File: src/rtl/trs_video_capture_pkg.sv
// rtl/trs_video_capture_pkg.sv - shared types and constants for the TRS-80 video capture block
package trs_video_capture_pkg;

    typedef enum logic [2:0] {
        IDLE,
        WAIT_VS,
        VSKIP,
        LINE_WAIT,
        HSKIP,
        ACTIVE
    } cap_state_t;

    localparam int PIX_PER_WORD   = 6;
    localparam int WORDS_PER_LINE = 64;
    localparam int ADDR_W         = 14;

endpackage

File: src/rtl/trs_sync_edge.sv
// rtl/trs_sync_edge.sv - two-flop synchroniser with rising-edge detect
module trs_sync_edge (
    input  logic clk,
    input  logic srst,
    input  logic din,
    output logic sync,
    output logic rise
);

    logic meta;
    logic prev;

    // Two flops of metastability settling, plus one more to remember the previous level
    always_ff @(posedge clk or posedge srst) begin
        if (srst) begin
            meta <= 1'b0;
            sync <= 1'b0;
            prev <= 1'b0;
        end else begin
            meta <= din;
            sync <= meta;
            prev <= sync;
        end
    end

    assign rise = sync & ~prev;

endmodule

File: src/rtl/trs_video_capture.sv
// rtl/trs_video_capture.sv - recovers the 384x192 TRS-80 raster and writes 6-pixel words to a frame buffer
module trs_video_capture
    import trs_video_capture_pkg::*;
#(
    parameter int CLKS_PER_PIXEL = 8,
    parameter int H_OFFSET       = 12,
    parameter int V_OFFSET       = 30,
    parameter int ACTIVE_H       = 192,
    parameter int HS_TIMEOUT     = 8191
) (
    input  logic                    clk,
    input  logic                    srst,
    input  logic                    vid_in,
    input  logic                    hsync_in,
    input  logic                    vsync_in,
    input  logic                    capture_en,
    input  logic                    err_clr,
    output logic                    wr_en,
    output logic [ADDR_W-1:0]       wr_addr,
    output logic [PIX_PER_WORD-1:0] wr_data,
    output logic                    frame_done,
    output logic                    locked,
    output logic                    err_short_line,
    output logic                    err_short_frame,
    output logic                    err_sync_lost,
    output logic [15:0]             line_period
);

    localparam logic [3:0]  PHASE_LAST  = 4'(CLKS_PER_PIXEL - 1);
    localparam logic [3:0]  PHASE_SAMP  = 4'(CLKS_PER_PIXEL / 2);
    localparam logic [15:0] HSKIP_LAST  = 16'(H_OFFSET * CLKS_PER_PIXEL - 1);
    localparam logic [7:0]  VSKIP_LAST  = 8'(V_OFFSET - 1);
    localparam logic [7:0]  LINE_LAST   = 8'(ACTIVE_H - 1);
    localparam logic [5:0]  COL_LAST    = 6'(WORDS_PER_LINE - 1);
    localparam logic [2:0]  PIX_LAST    = 3'(PIX_PER_WORD - 1);
    localparam logic [15:0] TIMEOUT     = 16'(HS_TIMEOUT);

    logic vid_s, vid_rise_unused;
    logic hs_s, hs_rise;
    logic vs_s, vs_rise;

    trs_sync_edge u_vid (.clk(clk), .srst(srst), .din(vid_in),   .sync(vid_s), .rise(vid_rise_unused));
    trs_sync_edge u_hs  (.clk(clk), .srst(srst), .din(hsync_in), .sync(hs_s),  .rise(hs_rise));
    trs_sync_edge u_vs  (.clk(clk), .srst(srst), .din(vsync_in), .sync(vs_s),  .rise(vs_rise));

    cap_state_t state, state_n;

    logic [7:0]              line;
    logic [5:0]              col;
    logic [2:0]              pix;
    logic [3:0]              phase;
    logic [PIX_PER_WORD-1:0] shift;
    logic [7:0]              vskip_cnt;
    logic [15:0]             hskip_cnt;
    logic [15:0]             hs_timer;
    logic [15:0]             per_cnt;

    logic restart_v, short_frame, sync_lost, short_line, enter_hskip;
    logic vskip_inc, sample, word_done, line_done, frame_end;

    // State register
    always_ff @(posedge clk or posedge srst) begin
        if (srst) state <= IDLE;
        else      state <= state_n;
    end

    // Next state and per-cycle action strobes; capture_en drop beats vsync, vsync beats sync loss, which beats hsync
    always_comb begin
        state_n     = state;
        restart_v   = 1'b0;
        short_frame = 1'b0;
        sync_lost   = 1'b0;
        short_line  = 1'b0;
        enter_hskip = 1'b0;
        vskip_inc   = 1'b0;
        sample      = 1'b0;
        word_done   = 1'b0;
        line_done   = 1'b0;
        frame_end   = 1'b0;
        if (state == IDLE) begin
            if (capture_en) state_n = WAIT_VS;
        end else if (!capture_en) begin
            state_n = IDLE;
        end else if (vs_rise) begin
            restart_v   = 1'b1;
            short_frame = (state != WAIT_VS);
            state_n     = VSKIP;
        end else if (hs_timer > TIMEOUT) begin
            sync_lost = 1'b1;
            state_n   = WAIT_VS;
        end else begin
            case (state)
                VSKIP: begin
                    if (hs_rise) begin
                        if (vskip_cnt == VSKIP_LAST) begin
                            enter_hskip = 1'b1;
                            state_n     = HSKIP;
                        end else begin
                            vskip_inc = 1'b1;
                        end
                    end
                end
                LINE_WAIT: begin
                    if (hs_rise) begin
                        enter_hskip = 1'b1;
                        state_n     = HSKIP;
                    end
                end
                HSKIP, ACTIVE: begin
                    if (hs_rise) begin
                        // Line ended early: drop the partial word and start the next line
                        short_line = 1'b1;
                        line_done  = 1'b1;
                        if (line == LINE_LAST) begin
                            state_n = WAIT_VS;
                        end else begin
                            enter_hskip = 1'b1;
                            state_n     = HSKIP;
                        end
                    end else if (state == HSKIP) begin
                        if (hskip_cnt == HSKIP_LAST) state_n = ACTIVE;
                    end else if (phase == PHASE_SAMP) begin
                        sample = 1'b1;
                        if (pix == PIX_LAST) begin
                            word_done = 1'b1;
                            if (col == COL_LAST) begin
                                line_done = 1'b1;
                                if (line == LINE_LAST) begin
                                    frame_end = 1'b1;
                                    state_n   = WAIT_VS;
                                end else begin
                                    state_n = LINE_WAIT;
                                end
                            end
                        end
                    end
                end
                default: ;
            endcase
        end
    end

    // Raster position counters, pixel shifter and frame-buffer write port
    always_ff @(posedge clk or posedge srst) begin
        if (srst) begin
            line       <= '0;
            col        <= '0;
            pix        <= '0;
            phase      <= '0;
            shift      <= '0;
            vskip_cnt  <= '0;
            hskip_cnt  <= '0;
            wr_en      <= 1'b0;
            wr_addr    <= '0;
            wr_data    <= '0;
            frame_done <= 1'b0;
        end else begin
            wr_en      <= word_done;
            frame_done <= frame_end;
            if (word_done) begin
                wr_addr <= {line, col};
                wr_data <= {vid_s, shift[PIX_PER_WORD-2:0]};
            end
            if (restart_v) begin
                line      <= '0;
                vskip_cnt <= '0;
            end else begin
                if (vskip_inc) vskip_cnt <= vskip_cnt + 1'b1;
                if (line_done) line <= (line == LINE_LAST) ? '0 : line + 1'b1;
            end
            if (enter_hskip) begin
                hskip_cnt <= '0;
                phase     <= '0;
                pix       <= '0;
                col       <= '0;
                shift     <= '0;
            end else begin
                if (state == HSKIP)  hskip_cnt <= hskip_cnt + 1'b1;
                if (state == ACTIVE) phase <= (phase == PHASE_LAST) ? '0 : phase + 1'b1;
                if (sample) begin
                    shift[pix] <= vid_s;
                    pix        <= (pix == PIX_LAST) ? '0 : pix + 1'b1;
                end
                if (word_done) col <= (col == COL_LAST) ? '0 : col + 1'b1;
            end
        end
    end

    // Sticky error flags (a new error wins over err_clr) and the lock indicator
    always_ff @(posedge clk or posedge srst) begin
        if (srst) begin
            locked          <= 1'b0;
            err_short_line  <= 1'b0;
            err_short_frame <= 1'b0;
            err_sync_lost   <= 1'b0;
        end else begin
            if (short_frame || sync_lost) locked <= 1'b0;
            else if (frame_end)           locked <= 1'b1;
            if (short_line)    err_short_line  <= 1'b1;
            else if (err_clr)  err_short_line  <= 1'b0;
            if (short_frame)   err_short_frame <= 1'b1;
            else if (err_clr)  err_short_frame <= 1'b0;
            if (sync_lost)     err_sync_lost   <= 1'b1;
            else if (err_clr)  err_sync_lost   <= 1'b0;
        end
    end

    // HSYNC watchdog and line-period measurement, active in every state
    always_ff @(posedge clk or posedge srst) begin
        if (srst) begin
            hs_timer    <= '0;
            per_cnt     <= '0;
            line_period <= '0;
        end else if (hs_rise) begin
            hs_timer    <= '0;
            per_cnt     <= '0;
            line_period <= (per_cnt == 16'hFFFF) ? per_cnt : per_cnt + 1'b1;
        end else begin
            if (hs_timer <= TIMEOUT)   hs_timer <= hs_timer + 1'b1;
            if (per_cnt != 16'hFFFF)   per_cnt  <= per_cnt + 1'b1;
        end
    end

endmodule
File: config.mk
export PLATFORM = sky130hd
export DESIGN_NAME = trs_video_capture
export DESIGN_NICKNAME = d
export VERILOG_FILES = /design/src/rtl/trs_video_capture_pkg.sv /design/src/rtl/trs_sync_edge.sv /design/src/rtl/trs_video_capture.sv
export SDC_FILE = /design/constraint.sdc
export NUM_CORES = 1
export LEC_CHECK = 0
export CELL_PAD_IN_SITES_DETAIL_PLACEMENT = 1
export CELL_PAD_IN_SITES_GLOBAL_PLACEMENT = 1
export CORE_UTILIZATION = 49
export CTS_CLUSTER_SIZE = 30
export DETAILED_ROUTE_END_ITERATION = 7
export HOLD_SLACK_MARGIN = 0.05
export PLACE_DENSITY_LB_ADDON = 0.1
export SYNTH_ARGS = -nofsm -noshare
export SYNTH_HDL_FRONTEND = slang
export SYNTH_SLANG_ARGS = --single-unit
File: constraint.sdc
create_clock -name clk -period 6.57 [get_ports clk]
set_input_delay 0.657 -clock clk [delete_from_list [all_inputs] [get_ports clk]]
set_output_delay 0.657 -clock clk [all_outputs]
set_load 0.02 [all_outputs]
==> impl_metrics.ini, run 1 <==
[status]
outcome = complete, no violations

[floorplan]
coreArea_sq_um = 12060
die-height_microns = 113.4
initial_core_util = 0.5043
dieWidth_microns = 113.4
rows = 40
fp.dieArea_sq_um = 12860
io_pins = 49

[yosys]
synth_edf_count = 0
synth-main-ff-cell = dfrtp_1
syn_nets = 638
ys_warn_count = 0
synth-simple-area-share = 0.2438
synth_cell_types = 46
synth_mux_area_frac = 0.02880
synth_seq_cells = 135
async_reset_ff_frac = 1.000
syn_inst = 622
synth_seq_area_share = 0.5554
synth.avg_cell_area_sq_um = 9.778
synthXorXnorAreaFrac = 0.06912
synth_top_family_by_area = simple AND/OR/NAND/NOR gates
synthesis.area_sq_um = 6082
synth_compound_area_frac = 0.06192
synth-adder-area-share = 0.01851

[drt]
vias_per_cell = 5.450
dr_total_vias = 4643
ant_nets = 0
wl_per_cell_microns = 16.56
drt-pass1-iter-count = 4
drcViolationCount = 0
dr.first_iter.drc_count = 200
wl_mm = 14.11

[critical_path]
critPathMaxStageDelay_ps = 790
crit_chain = nor3_2, nand3_1, nor4b_2, nand4_1, xor2_1, nor2_1
path_buf_inv = 0
crit_family = simple AND/OR/NAND/NOR gates
slowest_stage = nor4b_2
worst-setup-path-type = flop to flop
critPathLaunchType = flop
arrival_ps = 3260
cp_max_fo = 13
required_ps = 6830
endpoint_kind = flop

[sta]
whs_ps = 346.2
grt_setup_unrepaired = false
fin_crit_sh = 0.4567
fin_skew_ps = 11.34
finalMaxSlewViolations = 0
max_freq_mhz = 333.3
setup_viol = 0
max_slew_margin = 0.3841
setup_tns_ps = 0
post-route-min-period_ps = 3001
worst_pin_slew_ps = 923.8
final_hold_viol_count = 0

[final_layout]
fin_util = 0.6055
n_antenna_cell = 0
num-fill-cells = 1332
syn_to_final_growth_pct = 20.08
fin_area_sq_um = 7303
ff_latch_area_sq_um = 3378
drive_above_1_share = 0.07310
fin_nets = 687
multiInputGateArea_sq_um = 2580

[hold_path]
hp-class = flop to flop

[grt]
grt_pass1_vias = 5060
gr-total-overflow = 0
grt_pass1_wl_mm = 24.63
grt.total_usage = 0.2463
antenna_found_initial = 0
grt_max_degree = 76

[placed_design]
place_congestion = 0.8016
dp_hpwl_mm = 9.201
place_area_sq_um = 6734
io_buffer_count = 48

[cts]
cts_inserted_buffers = 17
cts-resized-gates = 0
clock_path_buffers = 2
clkTransAtPathRegs_ps = 50
cts-root-buf = clkbuf_16
postCtsSetupRepairBufs = 0
cts_tree = yes
cts_hold_repair.buffers = 0
insertion_delay_ps = 420
cts.sinks = 135
htree_levels = 4

[power]
ir_drop_mv = 0.1636
leakage_nw = 3.354
power_density_nw_per_um2 = 318.7

[flow_run]
cap_violations = 0
-- worst reg2reg max path: stages (launching register included) --
cell     delay (ps)
dfrtp_1         380
nor3_2          710
nand3_1         450
nor4b_2         790
nand4_1         250
xor2_1          210
nor2_1           60
-- report_power, final --
group          internal, mW  total, mW  switching (mW)  leakage [nW]
registers             0.945       1.07           0.126          1.81
logic                 0.151      0.353           0.203          1.28
clock network         0.548      0.904           0.355         0.264
-- cell type report --
cell class,count,share of cell area
tap,168,0.02878
clock buffer,21,0.06442
multi-input combinational,452,0.3533
timing repair buffer,53,0.07093
clock inverter,11,0.01353
sequential,135,0.4626
inverter,12,0.006510
-- stage by stage --
stage / total power, mW / instances / setup WS, ps
final: 2.328 / 852 / 3569
after detailed placement: 1.435 / 820 / 3471
after global placement: 1.403 / 820 / 3566
after global routing: 2.441 / 852 / 3203
after floorplan: 1.311 / 622 / 2302
after CTS: 2.347 / 852 / 3562
-- Yosys cell counts (8+ instances only) --
cell      instances  area [sq um]
dfrtp_1         135          3378
nand2_1         110         412.9
nor2_1           87         326.6
o21ai_0          34         170.2
xor2_1           30         262.8
nand3_1          25         125.1
and3_1           18         112.6
clkbuf_1         18         67.56
nand4_1          18         112.6
xnor2_1          18         157.7
a21oi_1          14         70.07
mux2i_1          13         130.1
inv_1            12         45.04
ha_1              9         112.6
nor3_1            8         40.04
-- registers in the layout, summed over array words and instances, names as in the netlist, 4 cells and up --
name,cells
vskip_cnt,8
line_period,16
line,8
hs_timer,16
wr_addr,14
phase,4
wr_data,6
per_cnt,16
shift,5
hskip_cnt,16
col,6
-- cell families after synthesis --
family,count (synthesis)
AOI/OAI and AO/OA,66
xor gates and xnor gates,48
adders and majority gates,9
buffers and inverters,35
DFF,135
muxes,17
and+or+nand+nor,312
-- final timing paths --
path	slack [ps]	startpoint	endpoint	depth (start not counted)
max	3570	hs_timer[13]	vskip_cnt[7]	6
min	350	u_vid.meta	u_vid.sync	0
max reg2reg	3570	hs_timer[13]	vskip_cnt[7]	6
min reg2reg	350	u_vid.meta	u_vid.sync	0
max in group asynchronous	4470	srst	wr_addr[11]	3
min in group asynchronous	800	srst	line_period[7]	2
-- layout by cell type (no fill, tap or decap), drive strengths merged, types with 2 or more instances in the layout --
master / n
a31oi: 2
buf: 5
o32ai: 2
nor3b: 3
nand3: 25
nor2b: 5
xor2: 30
clkinv: 3
a21oi: 14
nand3b: 6
o21ai: 35
mux2: 4
clkinvlp: 6
o22ai: 2
nand4: 18
nor4b: 3
or3: 6
nor2: 87
and3: 18
and4: 6
and2: 4
a2bb2oi: 2
o211ai: 3
nand2: 110
nor3: 9
inv: 13
clkbuf: 21
nor4: 3
nand2b: 3
xnor2: 18
ha: 9
or2: 2
dfrtp: 135
o21bai: 2
clkdlybuf4s50: 48
mux2i: 13
-- per-layer routing --
| metal | track usage | share of wire | routed length [microns] | vias up |
|---|---|---|---|---|
| li1 | - | - | - | 2209 |
| met1 | 0.3005 | 0.43 | 6088 | 2341 |
| met2 | 0.4290 | 0.52 | 7399 | 67 |
| met3 | 0.05154 | 0.024 | 332 | 26 |
| met4 | 0.09737 | 0.020 | 284 | 0 |
| met5 | 0 | 0 | 0 | - |
Note: power is estimated with default switching activity, not from simulation.
==> run 2: changes to the inputs <==
--- a/config.mk
+++ b/config.mk
@@ -7,7 +7,7 @@
 export LEC_CHECK = 0
 export CELL_PAD_IN_SITES_DETAIL_PLACEMENT = 1
 export CELL_PAD_IN_SITES_GLOBAL_PLACEMENT = 1
-export CORE_UTILIZATION = 49
+export CORE_UTILIZATION = 41
 export CTS_CLUSTER_SIZE = 30
 export DETAILED_ROUTE_END_ITERATION = 7
 export HOLD_SLACK_MARGIN = 0.05
==> constraint.sdc (replaced) <==
create_clock -name clk -period 2.5 [get_ports clk]
set_input_delay 0.25 -clock clk [delete_from_list [all_inputs] [get_ports clk]]
set_output_delay 0.25 -clock clk [all_outputs]
set_load 0.02 [all_outputs]
==> impl_metrics.ini, run 2 (same netlist as run 1, synthesis figures left out) <==
[sta]
fin_crit_sh = 0.9411
fin_skew_ps = 11.11
max_freq_mhz = 425.1
worst_pin_slew_ps = 723.5
setup_tns_ps = 0
finalMaxSlewViolations = 0
grt_setup_unrepaired = false
post-route-min-period_ps = 2353
max_slew_margin = 0.5176
setup_viol = 0
whs_ps = 261.5
final_hold_viol_count = 0

[grt]
antenna_found_initial = 0
grt_pass1_vias = 4957
gr-total-overflow = 0
grt_max_degree = 136
grt_pass1_wl_mm = 24.16
grt.total_usage = 0.2072

[floorplan]
die-height_microns = 123.8
dieWidth_microns = 123.8
fp.dieArea_sq_um = 15330
coreArea_sq_um = 14480
rows = 44
io_pins = 49
initial_core_util = 0.4201

[critical_path]
path_buf_inv = 2
cp_common_cell = or3_1
arrival_ps = 2700
critPathLaunchType = flop
required_ps = 2840
cp_max_fo = 13
crit_chain = inv_1, ha_1, nand3b_1, or3_1, or3_1, buf_4, mux2_2, mux2i_1
endpoint_kind = flop
crit_family = simple AND/OR/NAND/NOR gates
slowest_stage = or3_1
worst-setup-path-type = flop to flop
critPathMaxStageDelay_ps = 440

[cts]
htree_levels = 4
cts-root-buf = clkbuf_16
cts_inserted_buffers = 17
clkTransAtPathRegs_ps = 60
clock_path_buffers = 2
cts_hold_repair.buffers = 0
insertion_delay_ps = 430
cts_tree = yes
cts.sinks = 135

[power]
power_density_nw_per_um2 = 852.5
power_mw = 6.399
ir_drop_mv = 0.5508
leakage_nw = 3.464

[final_layout]
final_common_cell = dfrtp_1
num-fill-cells = 1622
drive_above_1_share = 0.08908
n_antenna_cell = 0
fin_util = 0.5184
multiInputGateArea_sq_um = 2586
final_cell_mix = 135 x dfrtp_1, 110 x nand2_1, 87 x nor2_1
ff_latch_area_sq_um = 3378
syn_to_final_growth_pct = 23.41
fin_nets = 699

[hold_path]
hp-class = input pin to flop

[placed_design]
dp_hpwl_mm = 9.355
place_congestion = 0.7786
io_buffer_count = 48

[drt]
wl_per_cell_microns = 15.97
dr_total_vias = 4610
dr.first_iter.drc_count = 183
drt-pass1-iter-count = 4
ant_nets = 0
vias_per_cell = 5.239
drcViolationCount = 0
wl_mm = 14.05

[status]
outcome = complete, no violations

[flow_run]
cap_violations = 0
## run 2: final timing paths
| kind | slack (ps) | end | depth (start not counted) | from |
|---|---|---|---|---|
| max reg2reg | 150 | col[2] | 8 | phase[0] |
| min reg2reg | 350 | u_vs.sync | 0 | u_vs.meta |
| min in group asynchronous | 390 | locked | 3 | srst |
| max | 150 | col[2] | 8 | phase[0] |
| min | 260 | u_vid.meta | 1 | vid_in |
| max in group asynchronous | 1550 | phase[2] | 3 | srst |
## run 2: area by class of cell
cell class	count	share of cell area
multi-input combinational	452	0.3446
timing repair buffer	65	0.08435
clock buffer	25	0.06868
tap	184	0.03067
inverter	12	0.006501
clock inverter	7	0.01517
sequential	135	0.4501
## run 2: metal layers
metal	vias to the layer above	routed length, microns	global-route usage
met5	-	0	0
met4	0	313	0.09940
met3	21	357	0.04762
met2	50	7040	0.3427
met1	2317	6341	0.2551
li1	2222	-	-
## run 2: worst reg2reg max path: stages (launching register included)
cell,delay [ps]
dfrtp_1,410
inv_1,100
ha_1,170
nand3b_1,120
or3_1,440
or3_1,400
buf_4,210
mux2_2,270
mux2i_1,140
## run 2: timing repair
item                       in CTS  in global routing
resized for setup               0                  1
buffers inserted                0                  0
setup endpoints to repair       0                  3
## run 2: metrics by stage
stage	cell area, sq um	std cells	worst slack, ps
floorplan	6086	622	346.8
global placement	6870	848	226.6
detailed placement	6870	848	170.8
CTS	7500	880	143.4
global route	7506	880	15.07
finish	7506	880	147.3
## run 2: where the power goes
group	internal [mW]	switching, mW	total [mW]
combinational	0.413	0.535	0.948
clock	1.72	0.910	2.63
sequential	2.48	0.332	2.82
total	4.62	1.78	6.40
